$ cat config.mk
export PLATFORM = sky130hd
export DESIGN_NAME = jtframe_ioctl_prog
export DESIGN_NICKNAME = d
export VERILOG_FILES = /design/src/rtl/jtframe_dwnld_pkg.sv /design/src/rtl/jtframe_prog_fifo.sv /design/src/rtl/jtframe_ioctl_prog.sv
export SDC_FILE = /design/constraint.sdc
export NUM_CORES = 1
export LEC_CHECK = 0
export ABC_AREA = 1
export CAP_MARGIN = 20
export CORE_MARGIN = 2
export CORE_UTILIZATION = 50
export CTS_BUF_LIST = sky130_fd_sc_hd__clkbuf_4 sky130_fd_sc_hd__clkbuf_8
export DETAILED_ROUTE_END_ITERATION = 10
export GPL_TIMING_DRIVEN = 0
export PLACE_DENSITY = 0.8
export SYNTH_ARGS = -nofsm -noshare
export SYNTH_HDL_FRONTEND = slang
export SYNTH_SLANG_ARGS = --single-unit
$ cat constraint.sdc
create_clock -name clk_rom -period 2.8 [get_ports clk_rom]
set_input_delay 0.42 -clock clk_rom [delete_from_list [all_inputs] [get_ports clk_rom]]
set_output_delay 0.42 -clock clk_rom [all_outputs]
set_load 0.005 [all_outputs]
$ cat src/rtl/jtframe_dwnld_pkg.sv
// Shared types and helpers for the ioctl-to-SDRAM programming path.
// Holds the FIFO entry layout, lane masks, reset values and bank arithmetic.
package jtframe_dwnld_pkg;

    localparam int ENTRY_AW = 25;

    localparam logic [1:0] MASK_LO = 2'b10;
    localparam logic [1:0] MASK_HI = 2'b01;

    typedef struct packed {
        logic [1:0]          ba;
        logic [ENTRY_AW-1:0] addr;
        logic [7:0]          data;
        logic [1:0]          mask;
    } prog_entry_t;

    localparam prog_entry_t ENTRY_RST = '{ba: 2'd0, addr: 25'd0, data: 8'd0, mask: 2'b11};

    typedef enum logic [0:0] {
        ST_IDLE = 1'b0,
        ST_WAIT = 1'b1
    } wr_state_t;

    function automatic logic [1:0] bank_sel(
        input logic [24:0] a,
        input logic [24:0] ba1,
        input logic [24:0] ba2,
        input logic [24:0] ba3
    );
        logic [1:0] ba;
        if (a >= ba3) begin
            ba = 2'd3;
        end else if (a >= ba2) begin
            ba = 2'd2;
        end else if (a >= ba1) begin
            ba = 2'd1;
        end else begin
            ba = 2'd0;
        end
        return ba;
    endfunction

    function automatic logic [24:0] bank_start(
        input logic [1:0]  ba,
        input logic [24:0] ba1,
        input logic [24:0] ba2,
        input logic [24:0] ba3
    );
        logic [24:0] start;
        case (ba)
            2'd1:    start = ba1;
            2'd2:    start = ba2;
            2'd3:    start = ba3;
            default: start = 25'd0;
        endcase
        return start;
    endfunction

endpackage

$ cat src/rtl/jtframe_prog_fifo.sv
// Small synchronous FIFO of programming entries with a synchronous clear.
// Push into a full FIFO and pop from an empty one are ignored.
module jtframe_prog_fifo
    import jtframe_dwnld_pkg::*;
#(
    parameter int AW = 2
)(
    input  logic        clk,
    input  logic        rst_n,
    input  logic        clr,
    input  logic        push,
    input  prog_entry_t din,
    input  logic        pop,
    output prog_entry_t dout,
    output logic        full,
    output logic        empty
);

    localparam int DEPTH = 2 ** AW;

    prog_entry_t     mem_r [DEPTH];
    logic [AW:0]     wr_ptr_r;
    logic [AW:0]     rd_ptr_r;
    logic            do_push_s;
    logic            do_pop_s;

    // Extra pointer bit tells full from empty when the indices match
    always_comb begin
        empty     = (wr_ptr_r == rd_ptr_r);
        full      = (wr_ptr_r[AW] != rd_ptr_r[AW]) && (wr_ptr_r[AW-1:0] == rd_ptr_r[AW-1:0]);
        do_push_s = push && !full;
        do_pop_s  = pop && !empty;
        dout      = mem_r[rd_ptr_r[AW-1:0]];
    end

    // Pointer update; clear drops everything queued
    always_ff @(posedge clk or negedge rst_n) begin
        if (!rst_n) begin
            wr_ptr_r <= '0;
            rd_ptr_r <= '0;
        end else if (clr) begin
            wr_ptr_r <= '0;
            rd_ptr_r <= '0;
        end else begin
            if (do_push_s) begin
                wr_ptr_r <= wr_ptr_r + 1'b1;
            end
            if (do_pop_s) begin
                rd_ptr_r <= rd_ptr_r + 1'b1;
            end
        end
    end

    // Entry storage
    always_ff @(posedge clk or negedge rst_n) begin
        if (!rst_n) begin
            for (int i = 0; i < DEPTH; i++) begin
                mem_r[i] <= ENTRY_RST;
            end
        end else if (do_push_s && !clr) begin
            mem_r[wr_ptr_r[AW-1:0]] <= din;
        end
    end

endmodule

$ cat src/rtl/jtframe_ioctl_prog.sv
// Turns the MiST loader byte stream into SDRAM programming requests:
// header strip, four-bank mapping, byte buffering and busy/overflow reporting.
module jtframe_ioctl_prog
    import jtframe_dwnld_pkg::*;
#(
    parameter int          SDRAMW    = 23,
    parameter int          HEADER    = 0,
    parameter logic [24:0] BA1_START = 25'h10_0000,
    parameter logic [24:0] BA2_START = 25'h18_0000,
    parameter logic [24:0] BA3_START = 25'h1C_0000,
    parameter int          FIFOAW    = 2
)(
    input  logic              clk_rom,
    input  logic              rst_n,
    input  logic              downloading,
    input  logic [24:0]       ioctl_addr,
    input  logic [7:0]        ioctl_dout,
    input  logic              ioctl_wr,
    output logic [SDRAMW-1:0] prog_addr,
    output logic [15:0]       prog_data,
    output logic [1:0]        prog_mask,
    output logic [1:0]        prog_ba,
    output logic              prog_we,
    input  logic              prog_rdy,
    output logic              dwnld_busy,
    output logic              ovf
);

    localparam logic [24:0] HDR_OFS = 25'(HEADER);

    logic        keep_s;
    logic [24:0] rel_s;
    logic [1:0]  ba_s;
    logic [24:0] ofs_s;
    prog_entry_t entry_s;

    logic        stage_vld_r;
    prog_entry_t stage_r;
    logic        dl_prev_r;
    logic        clr_s;
    logic        push_s;

    prog_entry_t head_s;
    logic        fifo_full_s;
    logic        fifo_empty_s;

    wr_state_t   state_r;
    wr_state_t   state_nxt_s;
    logic        we_r;
    logic        we_nxt_s;
    logic        load_s;
    prog_entry_t out_r;
    logic        busy_r;
    logic        busy_nxt_s;
    logic        ovf_r;

    // Header strip and bank/lane mapping of the incoming byte
    always_comb begin
        keep_s        = (ioctl_addr >= HDR_OFS);
        rel_s         = ioctl_addr - HDR_OFS;
        ba_s          = bank_sel(rel_s, BA1_START, BA2_START, BA3_START);
        ofs_s         = rel_s - bank_start(ba_s, BA1_START, BA2_START, BA3_START);
        entry_s.ba    = ba_s;
        entry_s.addr  = {1'b0, ofs_s[24:1]};
        entry_s.data  = ioctl_dout;
        entry_s.mask  = ofs_s[0] ? MASK_HI : MASK_LO;
    end

    // Input stage register and session-edge history
    always_ff @(posedge clk_rom or negedge rst_n) begin
        if (!rst_n) begin
            stage_vld_r <= 1'b0;
            stage_r     <= ENTRY_RST;
            dl_prev_r   <= 1'b0;
        end else begin
            stage_vld_r <= ioctl_wr & keep_s;
            stage_r     <= entry_s;
            dl_prev_r   <= downloading;
        end
    end

    // Fullness is judged before this cycle's pop, so a full FIFO rejects
    // the byte even when the FSM drains an entry on the same edge.
    always_comb begin
        clr_s  = downloading & ~dl_prev_r;
        push_s = stage_vld_r & ~fifo_full_s & ~clr_s;
    end

    jtframe_prog_fifo #(
        .AW    (FIFOAW)
    ) u_fifo (
        .clk   (clk_rom),
        .rst_n (rst_n),
        .clr   (clr_s),
        .push  (push_s),
        .din   (stage_r),
        .pop   (load_s),
        .dout  (head_s),
        .full  (fifo_full_s),
        .empty (fifo_empty_s)
    );

    // Write FSM next state, request strobe and head load
    always_comb begin
        state_nxt_s = state_r;
        we_nxt_s    = we_r;
        load_s      = 1'b0;
        if (clr_s) begin
            state_nxt_s = ST_IDLE;
            we_nxt_s    = 1'b0;
        end else begin
            case (state_r)
                ST_IDLE: begin
                    if (!fifo_empty_s) begin
                        state_nxt_s = ST_WAIT;
                        we_nxt_s    = 1'b1;
                        load_s      = 1'b1;
                    end else begin
                        state_nxt_s = ST_IDLE;
                        we_nxt_s    = 1'b0;
                    end
                end
                ST_WAIT: begin
                    if (prog_rdy) begin
                        state_nxt_s = ST_IDLE;
                        we_nxt_s    = 1'b0;
                    end else begin
                        state_nxt_s = ST_WAIT;
                        we_nxt_s    = 1'b1;
                    end
                end
                default: begin
                    state_nxt_s = ST_IDLE;
                    we_nxt_s    = 1'b0;
                end
            endcase
        end
        busy_nxt_s = downloading | ~fifo_empty_s | stage_vld_r | (state_r == ST_WAIT);
    end

    // FSM state and registered programming outputs
    always_ff @(posedge clk_rom or negedge rst_n) begin
        if (!rst_n) begin
            state_r <= ST_IDLE;
            we_r    <= 1'b0;
            out_r   <= ENTRY_RST;
            busy_r  <= 1'b0;
        end else begin
            state_r <= state_nxt_s;
            we_r    <= we_nxt_s;
            busy_r  <= busy_nxt_s;
            if (load_s) begin
                out_r <= head_s;
            end
        end
    end

    // Sticky overflow flag, cleared only by a new session
    always_ff @(posedge clk_rom or negedge rst_n) begin
        if (!rst_n) begin
            ovf_r <= 1'b0;
        end else if (clr_s) begin
            ovf_r <= 1'b0;
        end else if (stage_vld_r && fifo_full_s) begin
            ovf_r <= 1'b1;
        end
    end

    assign prog_addr  = SDRAMW'(out_r.addr);
    assign prog_data  = {out_r.data, out_r.data};
    assign prog_mask  = out_r.mask;
    assign prog_ba    = out_r.ba;
    assign prog_we    = we_r;
    assign dwnld_busy = busy_r;
    assign ovf        = ovf_r;

endmodule

; ---- Word level (Yosys, flattened, before mapping)
; Cells that the tools add are included.
[classes]
magnitude_cmp = 7
eq_ne = 6
n_reduce_logical = 12
bitwise_logic = 14
n_addsub = 3
muxes = 23
[ops]
columns = operator, count
row1 = 148-bit bitwise mux, 1
row2 = 37-bit two-way mux, 3
row3 = "25-bit by 21-bit greater-or-equal comparator with 1-bit output, second input constant", 3
row4 = 37-bit binary-select mux with 2-bit select, 1
row5 = 37-bit demux with 2-bit select, 1
row6 = 21-bit case mux with 3 select lines, 1
row7 = "25-bit by 1-bit greater-or-equal comparator with 1-bit output, second input constant", 1
row8 = 25-bit subtractor, 1
row9 = 3-bit two-way mux, 4
row10 = 1-bit two-way mux, 8
row11 = "3-bit by 1-bit adder with 3-bit output, second input constant", 2
row12 = "3-bit greater-or-equal comparator, second input constant", 2
row13 = 1-bit logical AND, 6
row14 = 2-bit two-way mux, 3
row15 = 2-bit NOT with 3-bit output, 2
row16 = 2-bit nonzero test, 3
row17 = 1-bit NOT, 5
row18 = 1-bit bitwise AND, 4
row19 = "2-bit == test, second input constant", 2
row20 = 3-bit == test, 1
row21 = 1-bit zero test, 3
row22 = "3-bit by 1-bit < comparator with 1-bit output, second input constant", 1
row23 = 1-bit bitwise OR, 3
row24 = "2-bit by 1-bit == test with 1-bit output, second input constant", 1
row25 = 3 further kinds, 3
[totals]
register_bits = 230
out_inout_bits = 46
in_bits = 38
wordCells = 96

; ---- Depth between registers and ports, before layout
; Gate-level depths: netlist of run 1.
[depth]
ltp_word = 8
mapped_depth = 12
depth_no_buf = 12

; ---- Hierarchy
; A second synthesis of run 1 with hierarchy kept.
[unflattened]
hier_cells = 1150
area_unflattened_um2 = 9857.0
[modules_own_cells]
columns = module, seq_area_each_um2, instances, area_each_um2, cells_each
row1 = jtframe_prog_fifo, 3863.7, 1, 7104.3, 891
row2 = jtframe_ioctl_prog, 1906.8, 1, 2752.6, 259

; ---- Worst setup path before layout of run 1
; OpenSTA, ideal clock, no wires.
[synth_path]
path_type = in2reg
from = input ioctl_addr[22]
to = register stage_r[31] (netlist bit)
cell_stages = 8
required_time_ps = 2721
n_path_buf = 0
slack_ps = 1027
setup_ps = 79
arrival_time_ps = 1694
path_cell_list = inv_1 > nand3_1 > inv_1 > o21ai_0 > ha_1 > fa_1 > o21ai_0 > xor2_1
[synth_rtl]
columns = element, line_no
row1 = "start, declared", jtframe_ioctl_prog.sv:16  ; input logic [24:0] ioctl_addr,
row2 = "end signal, assigned", jtframe_ioctl_prog.sv:77  ; stage_r <= entry_s;
row3 = "end, declared", jtframe_ioctl_prog.sv:38  ; prog_entry_t stage_r;

; ---- Final worst setup path of run 1
[layout_path]
from = register u_fifo.wr_ptr_r[0]
to = register u_fifo.mem_r[68] (netlist bit)
[layout_between]
elab_chain_len = 7
word_cells_on_any_way = 15
classes_between = order compare (2) / eq/ne (1) / mux (3) / bitwise (4) / reduce/logical (5)
[layout_lines]
columns = element, line_no
row1 = "start, declared", jtframe_prog_fifo.sv:22  ; logic [AW:0] wr_ptr_r;
row2 = "start signal, assigned", jtframe_prog_fifo.sv:46  ; wr_ptr_r <= wr_ptr_r + 1'b1;
row3 = "parallel branches: the longest is 7 deep, another holds 3-bit greater-or-equal comparator", n/a
row4 = "end signal, assigned by index", jtframe_prog_fifo.sv:61  ; mem_r[wr_ptr_r[AW-1:0]] <= din;
row5 = "end, declared", jtframe_prog_fifo.sv:21  ; prog_entry_t mem_r [DEPTH];
; Several ways; the timed one is not identified.
; A chain may end at the register's enable or synchronous reset.

==> qor.log, run 1 <==
qor: placement.portbufs 83
qor: worst_hold_path.worstHoldStart ioctl_addr[14]
qor: grt.globalRoute.totalOverflow 0
qor: synth.synth_top_family_by_area simple AND/OR/NAND/NOR gates
qor: floorplanning.die-area 20900 sq um
qor: cells_and_area.area.sequential 5550 sq um
qor: synth.netlist_area 9900 sq um
qor: power_and_ir_drop.design_power_total 13.9 mW
qor: routing.num_vias 8997
qor: synth.ys_ff_latch 221
qor: routing.route.detailed.drc 0
qor: worst_setup_path.critical_path.max_stage_delay 0.45 ns
qor: clocking.clock_sink_count 221
qor: worst_setup_path.timing.critical_path.max_delay_family buffers and inverters
qor: timing.max_freq 0.458 GHz
qor: synth.postSynthNetCount 1203
qor: timing.setup_viol 0
qor: timing.hold_viol 0
qor: clocking.post-cts-setup-buffer-count 0
qor: worst_setup_path.critPathBufInv 3
qor: synth.postSynth.asyncResetShare 100%
qor: worst_setup_path.reg2reg_to u_fifo.mem_r[68]$_DFFE_PN0P_
qor: timing.worst_slew_margin_rel 46.2%
qor: cells_and_area.fillerInstances 1646
qor: synth.syn_inst 1156
qor: routing.route.detailed.wl_per_inst 17.6 um
qor: timing.fin_worst_hold_slack 0.319 ns
qor: timing.min_period_over_period 77.9%
qor: grt.grtUsageTotal 27.4%
qor: synth.synth_edf_count 0
qor: floorplanning.fp.coreArea 19500 sq um
qor: power_and_ir_drop.cell_area_power_density 1170 nW/um^2
qor: grt.first_global_vias 8494
qor: clocking.cts.reportedPaths.clkPinSlew 0.06 ns
qor: job.max-cap-violations 0
qor: grt.maximum_number_of_pins_on_one_net_before_global_route_repair 115
qor: worst_setup_path.worstSetupPathType reg -> reg
qor: floorplanning.top_level_ports 84
qor: cells_and_area.area.growth.synth_to_final 20.2%
qor: power_and_ir_drop.ir_drop 0.486 mV
qor: placement.place_hpwl 18100 um
qor: placement.number_of_placed_cells_counting_well_taps 1505
qor: worst_setup_path.most_prevalent_standard_cell_on_the_critical_path nand2_1
qor: timing.fin_worst_skew 0.0146 ns
qor: grt.grt_pass1_wl 44300 um
qor: synth.post_synthesis_xor_xnor_area_fraction 0.607%
qor: clocking.clock_tree.buffer_depth 3
qor: synth.synth.yosys.warnings 0
qor: timing.slew_violations 0
qor: synth.synthAdderAreaFrac 1.21%
qor: cells_and_area.final_cells 1574
qor: cells_and_area.layout.nets 1327
qor: clocking.tritoncts.num_buffers 37
qor: floorplanning.placement_rows 51
qor: worst_setup_path.end_kind flip-flop
qor: floorplanning.die_w 145 um
qor: clocking.cts-htree-levels 2
qor: worst_setup_path.timing.critical_path.fanout_max 10
qor: synth.synth_mux_area_share 0%
qor: grt.grt_antenna_before_repair 0
qor: synth.syn_area_per_cell 8.56 sq um
qor: synth.seq_area_frac_synth 56.0%
qor: synth.synth_simple_gate_area_share 30.6%
qor: worst_setup_path.r2r_slack 0.62 ns
qor: worst_setup_path.crit_path_cell_trace inv_1 > ha_1 > clkbuf_1 > nand3_2 > buf_2 > nand2_1 > nand2_1
qor: timing.transition_time_at_the_pin_with_the_least_slew_margin 0.807 ns
qor: routing.drt-pass1-iter-count 6
qor: power_and_ir_drop.leakage 5.84 nW
qor: routing.antenna_left 0
qor: routing.post_drt_via_cell_ratio 5.72
qor: routing.totalWireLength 27700 um
qor: routing.drt_iter0_drc 1080
qor: floorplanning.chipHeight 145 um
qor: worst_setup_path.cpMaxStageDelayCell dfrtp_1
qor: clocking.number_of_gates_resized_after_cts 0
qor: synth.yosysMostFrequentCell nand2_1
qor: synth.netlist_top_cells_count nand2_1 (373), dfrtp_1 (209), nand4_1 (143)
qor: floorplanning.initial_core_util 50.8%
qor: synth.netlist-cell-type-count 25
qor: cells_and_area.drive_gt1_share 10.5%
qor: clocking.cts.root.buffer_cell clkbuf_8
qor: worst_setup_path.r2r_start u_fifo.wr_ptr_r[0]$_DFFE_PN0P_
qor: worst_hold_path.timing.hold.worst.class in -> reg
qor: timing.rsz0062_at_grt no
qor: run_status.status finished, final reports clean
qor: synth.synth_flop_cell dfrtp_1
qor: synth.synth.area.top_cells dfrtp_1 (53%), nand2_1 (14%), nand4_1 (9.0%)
qor: worst_setup_path.arrival 2.59 ns
qor: worst_setup_path.critPathLaunchType flip-flop
qor: worst_setup_path.timing.critical_path.required 3.21 ns
qor: cells_and_area.multi_input_area 3780 sq um
qor: cells_and_area.post-route-util 61.1%
qor: placement.globalplace.congestion 0.900
qor: timing.final_worst_path_period_need 2.18 ns
qor: worst_hold_path.end_point_of_the_most_critical_hold_path stage_r[23]$_DFF_PN0_
qor: clocking.cts_tree built
qor: worst_setup_path.r2r_cells 7
qor: clocking.clock_latency 0.53 ns
qor: synth.synth_top_cell_by_area dfrtp_1
qor: worst_hold_path.timing.hold.worst_path_depth 1
qor: cells_and_area.number_of_antenna_diodes 0
qor: synth.synth_compound_area_share 5.73%
qor: synth.synth_top_area_share 52.9%
[placed cells by master (no fill, tap or decap), types with 2 or more instances in the layout]
cell type and instances:
o21ai_0 94, o21ai_1 15, inv_1 20, clkbuf_8 47, clkinv_2 3, nand2_1 373, nand4_1 143, buf_1 12
nand3_4 2, dfrtp_1 209, dfstp_2 12, nand3_1 48, nand3_2 3, buf_2 34, clkbuf_4 17, ha_1 8
nor2_1 113, xor2_1 4, clkbuf_1 41, clkdlybuf4s50_1 82, buf_4 15, a21oi_1 3
[sequential cells by signal, summed over array words and instances (netlist names)]
signal,count
dl_prev_r,1
prog_ba,2
u_fifo.rd_ptr_r,3
prog_addr,23
ovf,1
u_fifo.wr_ptr_r,3
stage_vld_r,1
prog_mask,2
stage_r,35
dwnld_busy,1
prog_data,8
prog_we,1
u_fifo.mem_r,140
[per-layer routing]
| layer | vias to the layer above | track usage [%] | part of all wire [%] |
|---|---|---|---|
| li1 | 4108 | - | - |
| met1 | 4289 | 38.0 | 41 |
| met2 | 529 | 43.1 | 47 |
| met3 | 71 | 6.28 | 9.5 |
| met4 | 0 | 9.35 | 2.6 |
| met5 | - | 0 | 0 |
[through the flow]
step | area (sq um) | worst slack [ns] | TNS [ns]
after floorplan | 9900 | 1.03 | 0
after global placement | 11100 | -7.97 | -1722.19
after detailed placement | 11100 | 0.370 | 0
after CTS | 11900 | 0.739 | 0
after global routing | 11900 | 0.547 | 0
final | 11900 | 0.619 | 0
[area by class of cell]
| cell class | instances | share of cell area [%] |
|---|---|---|
| plain buffers | 103 | 4.14 |
| clock buffers | 64 | 6.51 |
| clock inverters | 4 | 0.189 |
| inverters | 21 | 0.663 |
| multi-input cells | 811 | 31.8 |
| flip-flops and latches | 221 | 46.6 |
| well taps | 265 | 2.79 |
| repair buffers | 85 | 7.34 |
[kinds of logic (layout without fill, tap and decap cells)]
kind of cell	after synthesis	count (layout)
buffers and inverters	124	277
XOR/XNOR	6	6
AO/OA/AOI/OAI	113	113
adder cells (fa/ha/maj)	9	9
AND/OR/NAND/NOR	683	683
flip-flops	221	221
[how the worst max path moves through the flow]
stage,from,to,slack [ns],cells after the start
after global placement,rst_n,prog_addr[6]$_DFFE_PN0P_,-7.97,1
final,u_fifo.wr_ptr_r[0]$_DFFE_PN0P_,u_fifo.mem_r[68]$_DFFE_PN0P_,0.62,7
after CTS,u_fifo.wr_ptr_r[0]$_DFFE_PN0P_,u_fifo.mem_r[40]$_DFFE_PN0P_,0.74,6
after detailed placement,downloading,u_fifo.mem_r[72]$_DFFE_PN0P_,0.37,8
after global routing,u_fifo.wr_ptr_r[0]$_DFFE_PN0P_,u_fifo.mem_r[129]$_DFFE_PN0P_,0.55,6
after floorplan,ioctl_addr[22],stage_r[31]$_DFF_PN0_,1.03,8
[where the power goes]
part | leakage [nW] | switching (mW) | internal [mW] | total, mW
combinational | 2.70 | 3.63 | 2.05 | 5.68
clock | 0.428 | 1.27 | 1.73 | 3.00
sequential | 2.71 | 0.732 | 4.52 | 5.25
[repair_timing]
action                     4_1_cts  5_1_grt
hold endpoints to repair        99        0
setup endpoints to repair        0        0
hold buffers                     1        0
Note: power is estimated with default switching activity, not from simulation.
==> run 2, diff against run 1 <==
- clock period: 2.8 -> 2.2 ns (I/O delays scaled with it)
==> run 2 against run 1 <==
- flip-flop and latch count did not move
- combinational power rose by 27%
- largest cell class unchanged
- sequential power rose by 27%
- sequential share of layout area barely moved
- die area did not move
- via count fell by 0.67%
- non-clock buffer count fell by 1
- setup slack got worse by 0.58 ns
- fmax rose by 0.90%
- critical endpoint is now u_fifo.mem_r[40]$_DFFE_PN0P_
==> qor.log, run 2 (synthesis gave the netlist of run 1 again) <==
qor: clocking.tritoncts.num_buffers 37 [unchanged]
qor: worst_hold_path.worstHoldStart ioctl_addr[14] [unchanged]
qor: cells_and_area.mostFrequentLayoutCell nand2_1 [unchanged]
qor: routing.drt-pass1-iter-count 10 [was 6]
qor: floorplanning.initial_core_util 50.8% [unchanged]
qor: power_and_ir_drop.leakage 5.84 nW [about the same]
qor: floorplanning.chipHeight 145 um [unchanged]
qor: grt.maximum_number_of_pins_on_one_net_before_global_route_repair 115 [unchanged]
qor: clocking.cts-htree-levels 2 [unchanged]
qor: timing.max_freq 0.463 GHz [was 0.458 GHz]
qor: cells_and_area.layout.cell_area.non_filler 11900 sq um [about the same]
qor: floorplanning.top_level_ports 84 [unchanged]
qor: worst_setup_path.critPathBufInv 3 [unchanged]
qor: cells_and_area.layout.nets 1326 [was 1327]
qor: routing.drt_iter0_drc 1133 [was 1080]
qor: cells_and_area.drive_gt1_share 10.6% [was 10.5%]
qor: grt.first_global_vias 8494 [unchanged]
qor: worst_setup_path.r2r_cells 6 [was 7]
qor: grt.grt_antenna_before_repair 0 [unchanged]
qor: worst_setup_path.timing.critical_path.fanout_max 10 [unchanged]
qor: placement.place_hpwl 18100 um [unchanged]
qor: timing.worst_slew_margin_rel 46.1% [was 46.2%]
qor: worst_setup_path.cpMaxStageDelayCell buf_1 [was dfrtp_1]
qor: power_and_ir_drop.sequentialPowerShare 37.7% [about the same]
qor: clocking.clock_sink_count 221 [unchanged]
qor: timing.slew_violations 0 [unchanged]
qor: timing.min_period_over_period 98.3% [was 77.9%]
qor: run_status.status finished, final reports clean [unchanged]
qor: timing.fin_worst_skew 0.0115 ns [was 0.0146 ns]
qor: grt.grtUsageTotal 27.4% [unchanged]
qor: power_and_ir_drop.p_switching 7.18 mW [was 5.63 mW]
qor: placement.globalplace.congestion 0.900 [unchanged]
qor: placement.placement.cell_area 11100 sq um [unchanged]
qor: routing.num_vias 8937 [was 8997]
qor: cells_and_area.area.growth.synth_to_final 20.2% [about the same]
qor: clocking.clock_latency 0.54 ns [was 0.53 ns]
qor: routing.antenna_left 0 [unchanged]
qor: clocking.cts.root.buffer_cell clkbuf_8 [unchanged]
qor: clocking.cts_tree built [unchanged]
qor: worst_setup_path.critical_path.max_stage_delay 0.53 ns [was 0.45 ns]
qor: worst_hold_path.timing.hold.worst_path_depth 1 [unchanged]
qor: power_and_ir_drop.clock_power_share 21.5% [was 21.6%]
qor: clocking.cts.reportedPaths.clkPinSlew 0.06 ns [about the same]
qor: grt.grt_pass1_wl 44300 um [unchanged]
qor: clocking.clock_tree.buffer_depth 3 [unchanged]
qor: cells_and_area.regMostFlops u_fifo.mem_r [unchanged]
qor: routing.route.detailed.drc 0 [unchanged]
qor: timing.transition_time_at_the_pin_with_the_least_slew_margin 0.809 ns [was 0.807 ns]
qor: placement.portbufs 83 [unchanged]
qor: power_and_ir_drop.switching_share 40.5% [was 40.4%]
qor: timing.hold_viol 0 [unchanged]
qor: job.max-cap-violations 0 [unchanged]
qor: worst_setup_path.critPathLaunchType flip-flop [unchanged]
qor: worst_hold_path.timing.hold.worst.class in -> reg [unchanged]
qor: clocking.number_of_gates_resized_after_cts 0 [unchanged]
qor: cells_and_area.layout.cells.most_common_list nand2_1 (373), dfrtp_1 (209), nand4_1 (143) [unchanged]
qor: worst_setup_path.crit_path_cell_trace inv_1 > ha_1 > clkbuf_1 > buf_1 > nand4_1 > nand2_1 [was inv_1 > ha_1 > clkbuf_1 > nand3_2 > buf_2 > nand2_1 > nand2_1]
qor: worst_setup_path.r2r_slack 0.04 ns [was 0.62 ns]
qor: worst_setup_path.worstSetupStartpoint u_fifo.wr_ptr_r[0]$_DFFE_PN0P_ [unchanged]
qor: worst_hold_path.end_point_of_the_most_critical_hold_path stage_r[23]$_DFF_PN0_ [unchanged]
qor: cells_and_area.largest_register_ff_count 140 [unchanged]
qor: clocking.post-cts-setup-buffer-count 0 [unchanged]
qor: floorplanning.placement_rows 51 [unchanged]
qor: routing.totalWireLength 27800 um [was 27700 um]
qor: power_and_ir_drop.cell_area_power_density 1490 nW/um^2 [was 1170 nW/um^2]
qor: timing.rsz0062_at_grt no [unchanged]
qor: timing.setup_viol 0 [unchanged]
qor: worst_setup_path.r2r_start u_fifo.wr_ptr_r[0]$_DFFE_PN0P_ [unchanged]
qor: timing.fin_setup_tns 0 ns [unchanged]
qor: worst_setup_path.reg2reg_to u_fifo.mem_r[40]$_DFFE_PN0P_ [was u_fifo.mem_r[68]$_DFFE_PN0P_]
qor: worst_setup_path.timing.critical_path.required 2.66 ns [was 3.21 ns]
qor: worst_setup_path.end_kind flip-flop [unchanged]
qor: cells_and_area.fillerInstances 1645 [was 1646]
qor: timing.final_worst_path_period_need 2.16 ns [was 2.18 ns]
qor: cells_and_area.post-route-util 61.1% [about the same]
qor: power_and_ir_drop.share_comb_of_total_power 40.8% [was 40.7%]
qor: power_and_ir_drop.ir_drop 0.618 mV [was 0.486 mV]
qor: floorplanning.die-area 20900 sq um [unchanged]
qor: power_and_ir_drop.p_int 10.6 mW [was 8.30 mW]
qor: routing.route.detailed.wl_per_inst 17.6 um [about the same]
qor: worst_setup_path.worstSetupPathType reg -> reg [unchanged]
qor: worst_setup_path.timing.critical_path.max_delay_family buffers and inverters [unchanged]
qor: floorplanning.fp.coreArea 19500 sq um [unchanged]
qor: cells_and_area.number_of_antenna_diodes 0 [unchanged]
qor: routing.post_drt_via_cell_ratio 5.68 [was 5.72]
qor: floorplanning.die_w 145 um [unchanged]
qor: worst_setup_path.arrival 2.62 ns [was 2.59 ns]
qor: grt.globalRoute.totalOverflow 0 [unchanged]
## run 2: cell type report
type	instances	area (sq um)	share of cell area, %
flip-flops and latches	221	5550	46.6
multi-input cells	811	3780	31.8
repair buffers	85	873	7.34
clock buffers	64	774	6.51
plain buffers	102	489	4.11
well taps	265	332	2.79
inverters	21	78.8	0.663
clock inverters	4	22.5	0.189
## run 2: worst register-to-register path, cell delays in order, from the launching register on
cell and delay [ns]:
dfrtp_1 0.45, inv_1 0.16, ha_1 0.18, clkbuf_1 0.42
buf_1 0.54, nand4_1 0.23, nand2_1 0.11
## run 2: what timing repair did
| action | CTS | global route |
|---|---|---|
| endpoints found under the hold margin | 105 | 0 |
| hold buffers | 1 | 0 |
| setup endpoints to repair | 0 | 7 |
## run 2: how the worst max path moves through the flow
| stage | cells past startpoint | slack (ns) | endpoint |
|---|---|---|---|
| after detailed placement | 8 | -0.14 | u_fifo.mem_r[72]$_DFFE_PN0P_ |
| after global placement | 1 | -8.48 | prog_addr[6]$_DFFE_PN0P_ |
| final | 6 | 0.04 | u_fifo.mem_r[40]$_DFFE_PN0P_ |
| after floorplan | 8 | 0.52 | stage_r[31]$_DFF_PN0_ |
| after global routing | 5 | 0.02 | u_fifo.mem_r[14]$_DFFE_PN0P_ |
| after CTS | 6 | 0.14 | u_fifo.mem_r[40]$_DFFE_PN0P_ |
## run 2: metal layers
metal,vias to the layer above,track usage (%),wire [um]
met2,519,43.1,12900
met5,-,0,0
met1,4240,38.0,11400
met3,70,6.28,2710
li1,4108,-,-
met4,0,9.35,753
## run 2: metrics by stage
step | cells | total power [mW] | hold slack [ns] | setup WS, ns
finish | 1573 | 17.7 | 0.230 | 0.0380
detailed placement | 1505 | 13.8 | 0.448 | -0.140
floorplan | 1156 | 11.0 | 0.0344 | 0.517
global route | 1573 | 19.0 | 0.216 | 0.0171
CTS | 1574 | 17.7 | 0.210 | 0.139
global placement | 1504 | 13.5 | 0.447 | -8.48
## run 2: power groups by stage
stage,registers (mW),clock network [mW],logic (mW)
global route,6.85,4.06,8.05
finish,6.69,3.82,7.24
floorplan,6.51,0,4.47
detailed placement,6.70,0,7.08
global placement,6.66,0,6.87
CTS,6.66,3.87,7.15
==> run 3, diff against run 2 <==
- CORE_ASPECT_RATIO: unset -> 1.75
==> run 3 against run 2 <==
- final area fell by 1.9%
- flip-flop and latch count did not move
- power fell by 3.7%
- via count fell by 0.30%
- setup slack improved by 0.052 ns
- non-clock buffer count did not move
- die area rose by 0.21%
- global-route usage rose by 0.25 points
- first-iteration DRC count fell by 18%
- sequential share of layout area rose by 0.88 points
- utilization fell by 1.5 points
- combinational power fell by 0.6%
- largest power group unchanged
==> qor.log, run 3 (synthesis gave the netlist of run 1 again) <==
qor: cells_and_area.regMostFlops u_fifo.mem_r [unchanged]
qor: grt.globalRoute.totalOverflow 0 [unchanged]
qor: worst_setup_path.timing.critical_path.required 2.72 ns [was 2.66 ns]
qor: placement.pre_cts_ws -0.166 ns [was -0.140 ns]
qor: clocking.cts.reportedPaths.clkPinSlew 0.07 ns [was 0.06 ns]
qor: clocking.cts-htree-levels 1 [was 2]
qor: worst_setup_path.critPathBufInv 2 [was 3]
qor: placement.place_hpwl 19100 um [was 18100 um]
qor: timing.rsz0062_at_grt no [unchanged]
qor: timing.max_freq 0.474 GHz [was 0.463 GHz]
qor: worst_setup_path.arrival 2.63 ns [was 2.62 ns]
qor: timing.fin_setup_tns 0 ns [unchanged]
qor: cells_and_area.drive_gt1_share 9.37% [was 10.6%]
qor: floorplanning.fp.coreArea 19600 sq um [was 19500 sq um]
qor: routing.drt-pass1-iter-count 6 [was 10]
qor: timing.worst_slew_margin_rel 51.5% [was 46.1%]
qor: routing.route.detailed.wl_per_inst 18.2 um [was 17.6 um]
qor: cells_and_area.area.growth.synth_to_final 18.0% [was 20.2%]
qor: grt.grtUsageTotal 27.7% [was 27.4%]
qor: worst_setup_path.timing.critical_path.max_delay_family buffers and inverters [unchanged]
qor: power_and_ir_drop.cell_area_power_density 1460 nW/um^2 [was 1490 nW/um^2]
qor: cells_and_area.fillerInstances 1767 [was 1645]
qor: cells_and_area.mostFrequentLayoutCell nand2_1 [unchanged]
qor: power_and_ir_drop.clock_power_share 18.7% [was 21.5%]
qor: timing.min_period_over_period 95.9% [was 98.3%]
qor: timing.hold_viol 0 [unchanged]
qor: cells_and_area.post-route-util 59.6% [was 61.1%]
qor: timing.fin_worst_hold_slack 0.183 ns [was 0.230 ns]
qor: cells_and_area.number_of_antenna_diodes 0 [unchanged]
qor: routing.totalWireLength 28000 um [was 27800 um]
qor: clocking.clock_tree.buffer_depth 3 [unchanged]
qor: cells_and_area.largest_register_ff_count 140 [unchanged]
qor: floorplanning.die_w 110 um [was 145 um]
qor: placement.placement.cell_area 11100 sq um [about the same]
qor: timing.final_worst_path_period_need 2.11 ns [was 2.16 ns]
qor: routing.route.detailed.drc 0 [unchanged]
qor: timing.fin_worst_skew 0.0130 ns [was 0.0115 ns]
qor: clocking.number_of_gates_resized_after_cts 0 [unchanged]
qor: timing.slew_violations 0 [unchanged]
qor: floorplanning.top_level_ports 84 [unchanged]
qor: job.max-cap-violations 0 [unchanged]
qor: power_and_ir_drop.p_int 10.0 mW [was 10.6 mW]
qor: worst_setup_path.crit_path_cell_trace ha_1 > buf_1 > clkbuf_1 > nand4_1 > nand2_1 [was inv_1 > ha_1 > clkbuf_1 > buf_1 > nand4_1 > nand2_1]
qor: placement.number_of_placed_cells_counting_well_taps 1485 [was 1505]
qor: cells_and_area.layout.nets 1320 [was 1326]
qor: grt.grt_pass1_wl 44900 um [was 44300 um]
qor: worst_setup_path.worstSetupPathType reg -> reg [unchanged]
qor: routing.drt_iter0_drc 924 [was 1133]
qor: power_and_ir_drop.p_switching 7.07 mW [was 7.18 mW]
qor: grt.maximum_number_of_pins_on_one_net_before_global_route_repair 126 [was 115]
qor: grt.first_global_vias 8795 [was 8494]
qor: worst_setup_path.critPathLaunchType flip-flop [unchanged]
qor: routing.post_drt_via_cell_ratio 5.80 [was 5.68]
qor: cells_and_area.layout.cell_area.non_filler 11700 sq um [was 11900 sq um]
qor: clocking.cts_tree built [unchanged]
qor: timing.setup_viol 0 [unchanged]
qor: power_and_ir_drop.design_power_total 17.1 mW [was 17.7 mW]
qor: placement.globalplace.congestion 0.923 [was 0.900]
qor: cells_and_area.layout.cells.most_common_list nand2_1 (373), dfrtp_1 (209), nand4_1 (143) [unchanged]
qor: worst_setup_path.timing.critical_path.fanout_max 10 [unchanged]
qor: grt.grt_antenna_before_repair 0 [unchanged]
qor: clocking.tritoncts.num_buffers 31 [was 37]
qor: run_status.status finished, final reports clean [unchanged]
qor: routing.antenna_left 0 [unchanged]
qor: timing.final.setup.worst_slack 0.0900 ns [was 0.0380 ns]
qor: worst_setup_path.end_kind flip-flop [unchanged]
qor: cells_and_area.final_cells 1536 [was 1573]
qor: worst_setup_path.critical_path.max_stage_delay 0.55 ns [was 0.53 ns]
qor: floorplanning.placement_rows 68 [was 51]
qor: clocking.clock_sink_count 221 [unchanged]
qor: power_and_ir_drop.sequentialPowerShare 39.1% [was 37.7%]
qor: clocking.cts.root.buffer_cell clkbuf_8 [unchanged]
qor: clocking.clock_latency 0.59 ns [was 0.54 ns]
qor: worst_hold_path.timing.hold.worst.class in -> reg [unchanged]
qor: power_and_ir_drop.ir_drop 0.802 mV [was 0.618 mV]
qor: clocking.post-cts-setup-buffer-count 0 [unchanged]
qor: floorplanning.chipHeight 190 um [was 145 um]
qor: floorplanning.initial_core_util 50.6% [was 50.8%]
qor: power_and_ir_drop.leakage 5.73 nW [was 5.84 nW]
qor: power_and_ir_drop.switching_share 41.4% [was 40.5%]
qor: routing.num_vias 8910 [was 8937]
qor: worst_setup_path.cpMaxStageDelayCell buf_1 [unchanged]
qor: timing.transition_time_at_the_pin_with_the_least_slew_margin 0.728 ns [was 0.809 ns]
qor: floorplanning.die-area 21000 sq um [was 20900 sq um]
qor: placement.portbufs 83 [unchanged]
qor: power_and_ir_drop.share_comb_of_total_power 42.2% [was 40.8%]
[run 3: cell count changes in the layout (fill, tap and decap cells not counted)]
cell	delta
buf_1	+1
clkbuf_8	-11
clkbuf_4	-5
clkinvlp_4	-1
clkbuf_1	-1
[run 3: final cells by class]
type	instances	area, sq um	area share [%]
sequential	221	5550	47.5
multi-input combinational	811	3780	32.4
timing repair buffer	85	873	7.48
clock buffer	48	586	5.02
buffer	102	489	4.19
tap	245	307	2.63
inverter	21	78.8	0.675
clock inverter	3	15.0	0.129
[run 3: power by group through the flow]
stage          registers (mW)  clock network (mW)  logic, mW
6_report                 6.68                3.20       7.20
5_1_grt                  6.88                3.38       8.07
4_1_cts                  6.66                3.21       7.13
3_5_place_dp             6.72                   0       7.10
3_3_place_gp             6.67                   0       6.91
2_1_floorplan            6.51                   0       4.47
[run 3: routing by layer]
metal,global-route usage (%),up-vias,part of all wire (%)
met4,16.0,0,6.2
li1,-,4092,-
met2,46.6,448,51
met1,33.3,4235,36
met5,0,-,0
met3,3.91,135,7.3
[run 3: worst paths after layout]
check                                               start                            to  slack (ns)  cells after the start
min                                         ioctl_dout[3]          stage_r[5]$_DFF_PN0_        0.18                      1
min reg2reg                  u_fifo.mem_r[38]$_DFFE_PN1P_  u_fifo.mem_r[38]$_DFFE_PN1P_        0.47                      2
min in group asynchronous                           rst_n     prog_addr[15]$_DFFE_PN0P_        0.34                      2
max in group asynchronous                           rst_n  u_fifo.mem_r[72]$_DFFE_PN0P_        0.73                      3
max reg2reg                u_fifo.wr_ptr_r[0]$_DFFE_PN0P_   u_fifo.mem_r[6]$_DFFE_PN0P_        0.09                      5
max                        u_fifo.wr_ptr_r[0]$_DFFE_PN0P_   u_fifo.mem_r[6]$_DFFE_PN0P_        0.09                      5
[run 3: what timing repair did]
action | in CTS | in global routing
hold endpoints to repair | 90 | 0
hold buffers | 1 | 0
setup endpoints to repair | 0 | 4
